File: src/rtl/inst_issue_queue_pkg.sv
// Shared sizing constants and handshake-decode helpers for the decode-to-issue queue.
// Includes the all-zero reset bundle.
package inst_issue_queue_pkg;

    localparam int unsigned DsToIsBusWd = 64;
    localparam int unsigned IqDepth     = 4;

    localparam logic [DsToIsBusWd-1:0] IqResetBundle = '0;

    typedef enum logic [1:0] {
        IqHold,
        IqPush,
        IqPop,
        IqPushPop
    } iq_op_e;

    function automatic iq_op_e iq_decode_op(input logic push, input logic pop);
        iq_op_e op;
        op = iq_op_e'({pop, push});
        return op;
    endfunction

endpackage

File: src/rtl/inst_issue_queue.sv
// Decoupling FIFO between decode (ID) and issue (IS) with valid/allowin handshakes.
// Level-sensitive flush empties the queue and masks the head.
module inst_issue_queue
    import inst_issue_queue_pkg::*;
#(
    parameter int unsigned WIDTH = DsToIsBusWd,
    parameter int unsigned DEPTH = IqDepth,
    parameter int unsigned PTR_W = $clog2(DEPTH),
    parameter int unsigned CNT_W = $clog2(DEPTH + 1)
) (
    input  logic             clk,
    input  logic             resetn,
    input  logic             iq_flush,
    input  logic             ds_to_iq_valid,
    input  logic [WIDTH-1:0] ds_to_iq_bus,
    output logic             iq_allowin,
    output logic             iq_to_is_valid,
    output logic [WIDTH-1:0] iq_to_is_bus,
    input  logic             is_allowin,
    output logic [CNT_W-1:0] iq_count
);

    logic [WIDTH-1:0] mem_q [DEPTH];
    logic [PTR_W-1:0] rd_ptr_q, rd_ptr_d;
    logic [PTR_W-1:0] wr_ptr_q, wr_ptr_d;
    logic [CNT_W-1:0] count_q, count_d;

    logic   push;
    logic   pop;
    iq_op_e op;

    // allowin depends only on registered occupancy, so a full queue refuses even while popping.
    always_comb begin
        iq_allowin     = (count_q < CNT_W'(DEPTH));
        iq_to_is_valid = (count_q != '0) && !iq_flush;
        iq_to_is_bus   = mem_q[rd_ptr_q];
        iq_count       = count_q;
        push           = ds_to_iq_valid && iq_allowin && !iq_flush;
        pop            = iq_to_is_valid && is_allowin;
        op             = iq_decode_op(push, pop);
    end

    always_comb begin
        rd_ptr_d = rd_ptr_q;
        wr_ptr_d = wr_ptr_q;
        count_d  = count_q;
        if (iq_flush) begin
            rd_ptr_d = '0;
            wr_ptr_d = '0;
            count_d  = '0;
        end else begin
            unique case (op)
                IqPush: begin
                    wr_ptr_d = wr_ptr_q + PTR_W'(1);
                    count_d  = count_q + CNT_W'(1);
                end
                IqPop: begin
                    rd_ptr_d = rd_ptr_q + PTR_W'(1);
                    count_d  = count_q - CNT_W'(1);
                end
                IqPushPop: begin
                    wr_ptr_d = wr_ptr_q + PTR_W'(1);
                    rd_ptr_d = rd_ptr_q + PTR_W'(1);
                end
                default: ;
            endcase
        end
    end

    always_ff @(posedge clk or negedge resetn) begin
        if (!resetn) begin
            rd_ptr_q <= '0;
            wr_ptr_q <= '0;
            count_q  <= '0;
            for (int i = 0; i < DEPTH; i++) begin
                mem_q[i] <= WIDTH'(IqResetBundle);
            end
        end else begin
            rd_ptr_q <= rd_ptr_d;
            wr_ptr_q <= wr_ptr_d;
            count_q  <= count_d;
            if (push) begin
                mem_q[wr_ptr_q] <= ds_to_iq_bus;
            end
        end
    end

endmodule

File: config.mk
export PLATFORM = sky130hd
export DESIGN_NAME = inst_issue_queue
export DESIGN_NICKNAME = d
export VERILOG_FILES = /design/src/rtl/inst_issue_queue_pkg.sv /design/src/rtl/inst_issue_queue.sv
export SDC_FILE = /design/constraint.sdc
export NUM_CORES = 1
export LEC_CHECK = 0
export BUFFER_PORTS_ARGS = -buffer_cell sky130_fd_sc_hd__buf_2
export CAP_MARGIN = 10
export CORE_MARGIN = 1.5
export CORE_UTILIZATION = 53
export CTS_CLUSTER_DIAMETER = 150
export DETAILED_ROUTE_END_ITERATION = 8
export HOLD_SLACK_MARGIN = 0.06
export PLACE_DENSITY = 0.84
export SLEW_MARGIN = 5
export SYNTH_ARGS = -nofsm -noshare
export SYNTH_HDL_FRONTEND = slang
export SYNTH_SLANG_ARGS = --single-unit
File: constraint.sdc
create_clock -name clk -period 1.9 [get_ports clk]
set_input_delay 0.285 -clock clk [delete_from_list [all_inputs] [get_ports clk]]
set_output_delay 0.285 -clock clk [all_outputs]
set_load 0.1 [all_outputs]
# Word-level counts from Yosys, hierarchy flattened
# Index checks and enable logic that the tools add are counted.
[totals] ff_bits=263 inputBits=69 output_inout_bits=69 elab_cells=44
[op_classes] addsub=4 n_lt_le_gt_ge=4 eq_ne=3 mux=12 bitwise_logic=2 n_reduce_logical=12
[op_table] cell="$bwmux 256" count=1
[op_table] cell="$mux 64" count=3
[op_table] cell="$bmux 64 s2" count=1
[op_table] cell="$demux 64 s2" count=1
[op_table] cell="$mux 2" count=4
[op_table] cell="$ge 3x3->1 const B" count=2
[op_table] cell="$not 2->3" count=2
[op_table] cell="$pmux 3 s2" count=1
[op_table] cell="$reduce_bool 3->1" count=2
[op_table] cell="$logic_and 1x1->1" count=5
[op_table] cell="$add 2x1->2 const B" count=2
[op_table] cell="$eq 2x2->1 const B" count=2
[op_table] cell="$reduce_bool 2->1" count=2
[op_table] cell="$reduce_or 2->1" count=2
[op_table] cell="$add 3x1->3 const B" count=1
[op_table] cell="$lt 3x1->1 const B" count=1
[op_table] cell="$lt 3x3->1 const B" count=1
[op_table] cell="$mux 3" count=1
[op_table] cell="$sub 3x1->3 const B" count=1
[op_table] cell="$eq 2x1->1 const B" count=1
[op_table] cell="$logic_not 1->1" count=1

# Logic depth before layout (Yosys ltp)
# Gate-level depths: netlist (run 1).
[depth] word_depth=7 ltp_mapped=8

# Worst setup path before layout (run 1)
# OpenSTA, ideal clock, no wires.
[synth_timing] path_kind="register to output" from="reg count_q[0], in the netlist iq_count[0]" to="out iq_to_is_valid" t_arrival_ns=2.625 required_time_ns=1.615 path_slack_ns=-1.010 path_stages_with_launch=4 path_buffers=1 cell_sequence="dfrtp_1 clkbuf_1 nor3_1 nor2_1"
[synth_between] elab_chain_len=2
[synth_rtl] item="start: declaration" line_no="inst_issue_queue.sv:26" source="logic [CNT_W-1:0] count_q, count_d;"
[synth_rtl] item="start signal: assignment" line_no="inst_issue_queue.sv:81" source="count_q <= count_d;"
[synth_rtl] item="$reduce_bool 3->1" line_no="inst_issue_queue.sv:35" source="iq_to_is_valid = (count_q != '0) && !iq_flush;"
[synth_rtl] item="$logic_and 1x1->1" line_no="inst_issue_queue.sv:35"
[synth_rtl] item="end: declaration" line_no="inst_issue_queue.sv:17" source="output logic iq_to_is_valid,"
# No other way between the ends.

# Worst setup path in the final report (run 1)
[layout_timing] from="reg rd_ptr_q[0]" to="out iq_to_is_bus[48]"
[layout_between] elab_chain_len=4
[layout_rtl] item="start: declaration" line_no="inst_issue_queue.sv:24" source="logic [PTR_W-1:0] rd_ptr_q, rd_ptr_d;"
[layout_rtl] item="start signal: assignment" line_no="inst_issue_queue.sv:79" source="rd_ptr_q <= rd_ptr_d;"
[layout_rtl] item="$not 2->3 (not written as such)" line_no="inst_issue_queue.sv:36" source="iq_to_is_bus = mem_q[rd_ptr_q];"
[layout_rtl] item="$bmux 64 s2" line_no="inst_issue_queue.sv:36"
[layout_rtl] item="$mux 64 (not written as such) (2 in a row)" line_no="inst_issue_queue.sv:36"
[layout_rtl] item="end: declaration" line_no="inst_issue_queue.sv:18" source="output logic [WIDTH-1:0] iq_to_is_bus,"
# No other way between the ends. The select of a mux whose other input is x is not followed.

==> impl_metrics.py, run 1 <==
metrics = {
    "outcome": {
        "status": "finished with violations",
        "failing_checks": "negative setup slack",
    },
    "global_routing": {
        "grt_first_pass_wirelength_um": 44200,
        "grt_max_degree": 71,
        "antenna_found_initial": 0,
        "via_count_of_the_first_global_routing_pass": 7803,
        "globalRoute.totalOverflow": 0,
        "grt_use_total": 0.235,
    },
    "placed_design": {
        "place_hpwl_um": 16100,
        "post-place-cells": 1133,
        "worst_slack_after_detailed_placement_ps": 0.933,
        "gp_routability_congestion": 0.759,
        "portBuffers": 137,
        "placedInstanceArea_sq_mm": 0.0143,
    },
    "synth": {
        "synth-main-ff-cell": "sky130_fd_sc_hd__dfrtp_1",
        "post_synthesis_net_count": 753,
        "synth_area_sq_mm": 0.0125,
        "synthCells": 679,
        "netlist_top_cells_area": "sky130_fd_sc_hd__dfrtp_1, sky130_fd_sc_hd__mux2_4, sky130_fd_sc_hd__mux4_2",
        "synth_cell_types": 31,
        "synth_async_sr_flop_share": 1.00,
        "synth-seq-area-share": 0.526,
        "synth_edf_count": 0,
        "yosysWarningCount": 0,
        "yosysTopAreaCellShare": 0.526,
        "postSynthRegisterBits": 263,
        "syn_area_per_cell_sq_um": 18.4,
        "netlist.top_cell.by_area": "sky130_fd_sc_hd__dfrtp_1",
    },
    "route": {
        "first_iter_violations": 322,
        "firstDrtPassIters": 6,
        "drc_errors": 0,
        "antenna_violating_nets_post_route": 0,
        "postRouteWirelength_um": 28300,
        "route.detailed.wl_per_inst_um": 22.2,
        "dr_vias_cell": 5.48,
        "dr_total_vias": 6975,
    },
    "sta": {
        "final.setup_skew_ps": 13.8,
        "worst_slack_ps": -493,
        "final.setup.tns_ps": -27010,
        "final_period_minus_worst_setup_slack_ps": 2390,
        "fmax_achieved_mhz": 418,
        "setup_viol_count_final": 64,
        "worst-slew-pin-transition_ps": 494,
        "rsz0062_at_grt": "true",
        "final-max-slew-violation-count": 0,
        "min_period_over_period": 1.26,
        "hold_viol": 0,
        "relSlewSlack": 0.673,
    },
    "hold_path": {
        "hold_class": "primary input to flip-flop",
    },
    "power_and_ir_drop": {
        "switchingPower_mw": 9.43,
        "sw_share": 0.367,
        "p_int_mw": 16.3,
        "total_leakage_power_nw": 7.47,
        "p_per_area_mw_per_mm2": 1550,
        "power.combinational.fraction": 0.434,
        "worst_ir_drop_vdd_mv": 1.25,
        "seqPwrFrac": 0.335,
        "share_clk_of_total_power": 0.231,
        "power_mw": 25.7,
    },
    "clocking": {
        "clk_root_buffer_cell": "sky130_fd_sc_hd__clkbuf_16",
        "clock_tree.buffer_depth": 3,
        "cts_tree": "yes",
        "tritoncts_num_sinks": 263,
        "h-tree-depth": 1,
        "clk_pin_slew_ps": 60,
        "tritoncts.num_buffers": 29,
        "clock_latency_ps": 530,
    },
    "floorplan": {
        "die_height_um": 157,
        "placement_rows": 56,
        "die_area_sq_mm": 0.0245,
        "placeableCoreArea_sq_mm": 0.0233,
        "io_pins": 138,
        "initial_utilization": 0.536,
        "fp.dieW_um": 157,
    },
    "setup_path": {
        "arrival_ps": 2110,
        "critical_path.startpoint_type": "flip-flop",
        "timing.critical_path.required_ps": 1620,
        "cp_max_fo": 13,
        "worstSetupEndpointType": "output port",
        "worst-setup-path-type": "flip-flop to output port",
    },
    "final_layout": {
        "area_growth_pct": 32.3,
        "final_layout_size_suffix_gt1_frac": 0.617,
        "finish.net_count": 1006,
        "n_fill_cell": 1385,
        "final_instance_area_sq_mm": 0.0165,
        "final_common_cell": "sky130_fd_sc_hd__dfrtp_1",
        "final_cells": 1273,
        "num_antenna_cells": 0,
        "final_cell_mix": "sky130_fd_sc_hd__dfrtp_1, sky130_fd_sc_hd__mux2_4, sky130_fd_sc_hd__buf_2",
    },
    "job": {
        "max_cap_viol_count": 0,
    },
}
metrics by stage:
stage / util / hold WS, ps
2_1_floorplan: - / -10.6
3_3_place_gp: 0.614 / 238
3_5_place_dp: 0.614 / 239
4_1_cts: 0.701 / 141
5_1_grt: 0.709 / 172
6_report: 0.709 / 175
sequential cells by signal, indices dropped and copies added, names as in the netlist:
signal    count
wr_ptr_q      2
rd_ptr_q      2
iq_count      3
mem_q       256
path summary, 6_finish.rpt:
check	slack, ps	depth (start not counted)	from	endpoint
setup / recovery	-490	4	rd_ptr_q[0]$_DFFE_PN0P_	iq_to_is_bus[48]
hold / removal	180	2	iq_flush	wr_ptr_q[0]$_DFFE_PN0P_
min in group asynchronous	270	2	resetn	mem_q[74]$_DFFE_PN0P_
max in group asynchronous	910	3	resetn	mem_q[222]$_DFFE_PN0P_
hold reg to reg	500	1	mem_q[102]$_DFFE_PN0P_	mem_q[102]$_DFFE_PN0P_
setup reg to reg	30	5	iq_count[2]$_DFFE_PN0P_	mem_q[219]$_DFFE_PN0P_
cells in the mapped netlist, drive strengths merged (2+ instances only):
cell type and instances:
a21oi 3, buf 42, clkbuf 5, dfrtp 263, ha 4, inv 4, mux2 256, mux2i 3
mux4 64, nand2 3, nand2b 3, nor2 7, nor3 2, nor3b 4, o21ai 5, xor2 3
critical path: stages, from the launching register on:
cell and delay (ps):
sky130_fd_sc_hd__dfrtp_4 490, sky130_fd_sc_hd__buf_16 180, sky130_fd_sc_hd__buf_12 150, sky130_fd_sc_hd__mux4_2 550, sky130_fd_sc_hd__buf_12 190
final cells by class:
| cell class | instances | area, sq um | share of cell area |
|---|---|---|---|
| flip-flops and latches | 263 | 6600 | 0.399 |
| multi-input cells | 365 | 5640 | 0.341 |
| repair buffers | 269 | 2880 | 0.174 |
| clock buffers | 38 | 810 | 0.0489 |
| well taps | 319 | 399 | 0.0241 |
| clock inverters | 15 | 213 | 0.0129 |
| inverters | 4 | 15.0 | 0.000908 |
routing by layer:
layer,vias to the layer above,share of wire,track usage
met5,-,0,0
met4,0,0.027,0.0721
met3,56,0.032,0.0302
met2,151,0.52,0.404
met1,3737,0.42,0.312
li1,3031,-,-
power by group through the flow:
| stage | clock network (mW) | registers (mW) | logic (mW) |
|---|---|---|---|
| 2_1_floorplan | 0 | 8.23 | 8.41 |
| 3_3_place_gp | 0 | 8.50 | 10.1 |
| 3_5_place_dp | 0 | 8.58 | 10.3 |
| 4_1_cts | 6.04 | 8.58 | 11.0 |
| 5_1_grt | 6.33 | 8.81 | 11.5 |
| 6_report | 5.94 | 8.62 | 11.2 |
logic make-up (layout without fill, tap and decap cells):
family,count (synthesis),after routing,synth area share
xor+xnor,4,4,0.00280
mux,323,323,0.402
simple gates,23,23,0.0119
buf+inv,51,326,0.0465
fa+ha+maj,5,5,0.00560
compound gates,10,10,0.00440
flops,263,263,0.526
what timing repair did:
item / 4_1_cts / 5_1_grt
cloned: 2 / 2
hold buffers: 65 / 0
pin swaps: 1 / 3
buffers inserted: 9 / 9
endpoints found under the setup margin: 65 / 71
gates resized for setup: 76 / 19
hold endpoints to repair: 323 / 0
Power figures use the tool's default switching activity.
==> run 2, diff against run 1 <==
--- a/config.mk
+++ b/config.mk
@@ -13,6 +13,7 @@
 export DETAILED_ROUTE_END_ITERATION = 8
 export HOLD_SLACK_MARGIN = 0.06
 export PLACE_DENSITY = 0.84
+export SETUP_SLACK_MARGIN = 0.15
 export SLEW_MARGIN = 5
 export SYNTH_ARGS = -nofsm -noshare
 export SYNTH_HDL_FRONTEND = slang
==> impl_metrics.py, run 2 (synthesis results as in run 1) <==
metrics = {
    "sta": {
        "rsz0062_at_grt": "true",
        "setup_viol_count_final": 64,
        "worst-slew-pin-transition_ps": 546,
        "relSlewSlack": 0.636,
        "final_period_minus_worst_setup_slack_ps": 2370,
        "worst_slack_ps": -474,
        "final-max-slew-violation-count": 0,
        "final.setup_skew_ps": 14.1,
        "hold_ws_ps": 179,
        "fmax_achieved_mhz": 421,
        "hold_viol": 0,
        "min_period_over_period": 1.25,
    },
    "global_routing": {
        "globalRoute.totalOverflow": 0,
        "grt_first_pass_wirelength_um": 49500,
        "grt_max_degree": 65,
        "grt_use_total": 0.269,
        "via_count_of_the_first_global_routing_pass": 8238,
        "antenna_found_initial": 0,
    },
    "power_and_ir_drop": {
        "sw_share": 0.373,
        "total_leakage_power_nw": 7.97,
        "power.combinational.fraction": 0.445,
        "share_clk_of_total_power": 0.218,
        "p_int_mw": 16.2,
        "worst_ir_drop_vdd_mv": 1.13,
        "power_mw": 25.8,
        "p_per_area_mw_per_mm2": 1460,
        "switchingPower_mw": 9.64,
        "seqPwrFrac": 0.337,
    },
    "hold_path": {
        "timing.hold.worst_path_depth": 2,
        "min_delay_worst_endpoint": "rd_ptr_q[1]$_DFFE_PN0P_",
        "hold_class": "primary input to flip-flop",
        "hold_start": "iq_flush",
    },
    "route": {
        "route.detailed.wl_per_inst_um": 24.7,
        "postRouteWirelength_um": 32700,
        "dr_vias_cell": 5.62,
        "dr_total_vias": 7424,
        "antenna_violating_nets_post_route": 0,
        "firstDrtPassIters": 4,
        "first_iter_violations": 493,
        "drc_errors": 0,
    },
    "placed_design": {
        "post-place-cells": 1138,
        "gp_routability_congestion": 0.785,
        "placedInstanceArea_sq_mm": 0.0144,
        "place_hpwl_um": 16800,
        "portBuffers": 137,
    },
    "floorplan": {
        "placement_rows": 56,
        "die_height_um": 157,
        "io_pins": 138,
        "die_area_sq_mm": 0.0245,
        "initial_utilization": 0.536,
        "fp.dieW_um": 157,
        "placeableCoreArea_sq_mm": 0.0233,
    },
    "final_layout": {
        "largest_reg_flops": 256,
        "final_layout_size_suffix_gt1_frac": 0.632,
        "num_antenna_cells": 0,
        "final_cells": 1321,
        "final_cell_mix": "sky130_fd_sc_hd__dfrtp_1, sky130_fd_sc_hd__mux2_4, sky130_fd_sc_hd__buf_12",
        "finish.net_count": 1056,
        "final_instance_area_sq_mm": 0.0177,
        "regMostFlops": "mem_q",
        "area_growth_pct": 41.8,
        "final_common_cell": "sky130_fd_sc_hd__dfrtp_1",
        "n_fill_cell": 1239,
        "final_core_util": 0.760,
    },
    "outcome": {
        "failing_checks": "negative setup slack",
        "status": "finished with violations",
    },
    "setup_path": {
        "critical_path.startpoint_type": "flip-flop",
        "worstSetupEndpointType": "output port",
        "crit_reg_reg_startpoint": "iq_count[2]$_DFFE_PN0P_",
        "cp_max_fo": 8,
        "rr_endpoint": "mem_q[127]$_DFFE_PN0P_",
        "r2r.worst_path.cells": 7,
        "worst-setup-path-type": "flip-flop to output port",
        "timing.reg2reg.setup_slack_ps": 10,
        "arrival_ps": 2090,
        "timing.critical_path.required_ps": 1620,
    },
    "clocking": {
        "clock_tree.buffer_depth": 3,
        "clk_pin_slew_ps": 60,
        "cts_tree": "yes",
        "clk_root_buffer_cell": "sky130_fd_sc_hd__clkbuf_16",
        "clock_latency_ps": 540,
        "tritoncts_num_sinks": 263,
        "h-tree-depth": 1,
        "tritoncts.num_buffers": 28,
    },
    "job": {
        "max_cap_viol_count": 0,
    },
}
==> run 2: power by group through the flow <==
stage                     registers (mW)  logic [mW]  clock network (mW)
after floorplan                     8.23        8.50                   0
after global placement              8.54        10.0                   0
after detailed placement            8.61        10.3                   0
after CTS                           8.60        11.3                5.62
after global routing                8.88        11.9                5.95
final                               8.72        11.5                5.62
==> run 2: routing by layer <==
layer | GRT usage | up-vias | wire length (um)
met5 | 0 | - | 0
met2 | 0.457 | 228 | 16800
met3 | 0.0385 | 56 | 1420
met4 | 0.0780 | 0 | 814
li1 | - | 3138 | -
met1 | 0.361 | 4002 | 13600
==> run 2: area by class of cell <==
| class | count | area (sq um) | share of cell area |
|---|---|---|---|
| clock buffer | 42 | 815 | 0.0459 |
| inverter | 4 | 15.0 | 0.000847 |
| sequential | 263 | 6600 | 0.372 |
| multi-input combinational | 365 | 5690 | 0.321 |
| tap | 319 | 399 | 0.0225 |
| clock inverter | 8 | 121 | 0.00685 |
| timing repair buffer | 320 | 4100 | 0.231 |
==> run 2: per-stage QoR <==
stage / TNS, ps / worst slack, ps
2_1_floorplan: -25050 / -198
3_3_place_gp: 0 / 10.4
3_5_place_dp: -77.7 / -23.8
4_1_cts: -28220 / -531
5_1_grt: -30700 / -523
6_report: -27040 / -474
==> run 2: worst max-delay path by stage <==
stage | cells past startpoint | slack, ps | from | end
4_1_cts | 4 | -530 | rd_ptr_q[0]$_DFFE_PN0P_ | iq_to_is_bus[15]
6_report | 4 | -470 | rd_ptr_q[0]$_DFFE_PN0P_ | iq_to_is_bus[14]
5_1_grt | 4 | -520 | rd_ptr_q[0]$_DFFE_PN0P_ | iq_to_is_bus[14]
3_5_place_dp | 4 | -20 | rd_ptr_q[0]$_DFFE_PN0P_ | iq_to_is_bus[15]
3_3_place_gp | 4 | 10 | rd_ptr_q[0]$_DFFE_PN0P_ | iq_to_is_bus[15]
2_1_floorplan | 7 | -200 | iq_count[2]$_DFFE_PN0P_ | iq_count[1]$_DFFE_PN0P_
==> run 2: worst max-delay path: stages (launching register included) <==
cell	delay [ps]
sky130_fd_sc_hd__dfrtp_4	500
sky130_fd_sc_hd__buf_16	170
sky130_fd_sc_hd__buf_12	150
sky130_fd_sc_hd__mux4_2	550
sky130_fd_sc_hd__buf_12	190
==> run 2: timing repair <==
action / CTS / global route
endpoints found under the setup margin: 311 / 324
hold endpoints to repair: 309 / 0
gates resized for setup: 159 / 9
setup buffers: 32 / 11
hold buffers: 65 / 0
pin swaps: 7 / 3
gates cloned: 23 / 2
==> run 3, diff against run 2 <==
--- a/config.mk
+++ b/config.mk
@@ -8,12 +8,12 @@
 export BUFFER_PORTS_ARGS = -buffer_cell sky130_fd_sc_hd__buf_2
 export CAP_MARGIN = 10
 export CORE_MARGIN = 1.5
-export CORE_UTILIZATION = 53
+export CORE_UTILIZATION = 30
 export CTS_CLUSTER_DIAMETER = 150
 export DETAILED_ROUTE_END_ITERATION = 8
 export HOLD_SLACK_MARGIN = 0.06
-export PLACE_DENSITY = 0.84
-export SETUP_SLACK_MARGIN = 0.15
+export PLACE_DENSITY = 0.56
+export SETUP_SLACK_MARGIN = 0.5
 export SLEW_MARGIN = 5
 export SYNTH_ARGS = -nofsm -noshare
 export SYNTH_HDL_FRONTEND = slang
==> impl_metrics.py, run 3 (synthesis results as in run 1) <==
metrics = {
    "outcome": {
        "status": "finished with violations",
        "failing_checks": "design-rule violations, negative setup slack",
    },
    "final_layout": {
        "finish.net_count": 1075,
        "final_core_util": 0.445,
        "largest_reg_flops": 256,
        "final_common_cell": "sky130_fd_sc_hd__dfrtp_1",
        "area_growth_pct": 45.9,
        "final_cells": 1557,
        "final_layout_size_suffix_gt1_frac": 0.640,
        "num_antenna_cells": 0,
        "final_cell_mix": "sky130_fd_sc_hd__dfrtp_1, sky130_fd_sc_hd__mux2_4, sky130_fd_sc_hd__buf_12",
        "regMostFlops": "mem_q",
    },
    "floorplan": {
        "placeableCoreArea_sq_mm": 0.0410,
        "initial_utilization": 0.305,
        "io_pins": 138,
        "fp.dieW_um": 207,
        "placement_rows": 74,
        "die_height_um": 207,
        "die_area_sq_mm": 0.0429,
    },
    "sta": {
        "final.setup_skew_ps": 21.3,
        "relSlewSlack": 0.674,
        "final-max-slew-violation-count": 0,
        "min_period_over_period": 1.22,
        "worst_slack_ps": -418,
        "fmax_achieved_mhz": 431,
        "rsz0062_at_grt": "true",
        "hold_viol": 0,
        "final_period_minus_worst_setup_slack_ps": 2320,
        "worst-slew-pin-transition_ps": 489,
        "setup_viol_count_final": 119,
    },
    "power_and_ir_drop": {
        "power.combinational.fraction": 0.434,
        "total_leakage_power_nw": 8.11,
        "sw_share": 0.361,
        "worst_ir_drop_vdd_mv": 1.13,
        "seqPwrFrac": 0.325,
        "switchingPower_mw": 9.43,
        "p_per_area_mw_per_mm2": 1430,
        "share_clk_of_total_power": 0.242,
        "p_int_mw": 16.7,
    },
    "placed_design": {
        "place_hpwl_um": 17400,
        "gp_routability_congestion": 0.719,
        "post-place-cells": 1367,
        "worst_slack_after_detailed_placement_ps": 48.3,
        "portBuffers": 137,
    },
    "clocking": {
        "cts_tree": "yes",
        "clock_tree.buffer_depth": 3,
        "clock_latency_ps": 530,
        "tritoncts.num_buffers": 34,
        "h-tree-depth": 2,
        "tritoncts_num_sinks": 263,
        "clk_pin_slew_ps": 50,
        "clk_root_buffer_cell": "sky130_fd_sc_hd__clkbuf_16",
    },
    "hold_path": {
        "hold_class": "primary input to flip-flop",
    },
    "route": {
        "first_iter_violations": 305,
        "firstDrtPassIters": 8,
        "dr_total_vias": 7134,
        "postRouteWirelength_um": 29800,
        "route.detailed.wl_per_inst_um": 19.2,
        "drc_errors": 6,
        "dr_vias_cell": 4.58,
        "antenna_violating_nets_post_route": 0,
    },
    "setup_path": {
        "rr_endpoint": "mem_q[66]$_DFFE_PN0P_",
        "cp_max_fo": 9,
        "crit_end": "iq_to_is_bus[45]",
        "arrival_ps": 2030,
        "r2r.worst_path.cells": 9,
        "crit_reg_reg_startpoint": "iq_count[2]$_DFFE_PN0P_",
        "worstSetupEndpointType": "output port",
        "critical_path.startpoint_type": "flip-flop",
        "worst-setup-path-type": "flip-flop to output port",
        "worstSetupStartpoint": "rd_ptr_q[0]$_DFFE_PN0P_",
        "timing.reg2reg.setup_slack_ps": -80,
        "timing.critical_path.required_ps": 1620,
    },
    "job": {
        "max_cap_viol_count": 0,
    },
    "global_routing": {
        "grt_max_degree": 54,
        "antenna_found_initial": 0,
        "globalRoute.totalOverflow": 0,
        "grt_use_total": 0.144,
        "via_count_of_the_first_global_routing_pass": 8074,
        "grt_first_pass_wirelength_um": 48200,
    },
}
run 3: critical path, cell delays in order (launching register included):
cell and delay [ps]:
sky130_fd_sc_hd__dfrtp_4 450, sky130_fd_sc_hd__buf_12 150, sky130_fd_sc_hd__buf_12 150, sky130_fd_sc_hd__mux4_2 560, sky130_fd_sc_hd__buf_12 190
run 3: power groups by stage:
stage / Clock, mW / Sequential [mW] / Combinational (mW)
3_3_place_gp: 0 / 8.55 / 10.6
2_1_floorplan: 0 / 8.24 / 8.53
4_1_cts: 6.55 / 8.49 / 11.4
5_1_grt: 6.78 / 8.72 / 11.8
6_report: 6.32 / 8.49 / 11.4
3_5_place_dp: 0 / 8.52 / 10.7
run 3: metrics by stage:
step                      TNS [ps]  hold WS, ps  power [mW]  cell area, sq um
final                       -26370          201        26.2             18200
after global routing        -35580          189        27.3             18200
after CTS                   -29330          151        26.4             18200
after detailed placement         0          266        19.2             14900
after global placement           0          260        19.1             14900
after floorplan             -25020        -10.6        16.8             12900
run 3: layer usage:
metal / vias up / share of wire / track usage
met5: - / 0 / 0
met4: 0 / 0.019 / 0.0383
met3: 39 / 0.037 / 0.0306
met2: 126 / 0.47 / 0.224
met1: 3794 / 0.48 / 0.204
li1: 3175 / - / -
run 3: worst min path at each step:
stage | startpoint | endpoint | slack [ps] | cells after the start
detailed placement | resetn | mem_q[142]$_DFFE_PN0P_ | 270 | 1
CTS | iq_flush | rd_ptr_q[1]$_DFFE_PN0P_ | 150 | 2
finish | iq_flush | rd_ptr_q[1]$_DFFE_PN0P_ | 200 | 2
global route | iq_flush | wr_ptr_q[0]$_DFFE_PN0P_ | 190 | 2
global placement | resetn | mem_q[142]$_DFFE_PN0P_ | 260 | 1
floorplan | resetn | iq_count[1]$_DFFE_PN0P_ | -10 | 0
run 3: layout make-up:
cell class,instances,area [sq um]
tap,532,666
inverter,4,17.5
clock inverter,8,100
multi-input combinational,365,5700
sequential,263,6600
clock buffer,52,990
timing repair buffer,333,4170
fill,3572,22800
run 3: repair_timing:
item | in CTS | in global routing
gates cloned | 18 | 0
hold endpoints to repair | 298 | 0
resized for setup | 147 | 12
endpoints found under the setup margin | 327 | 330
setup buffers | 42 | 5
hold buffers | 65 | 0
pin swaps | 4 | 2
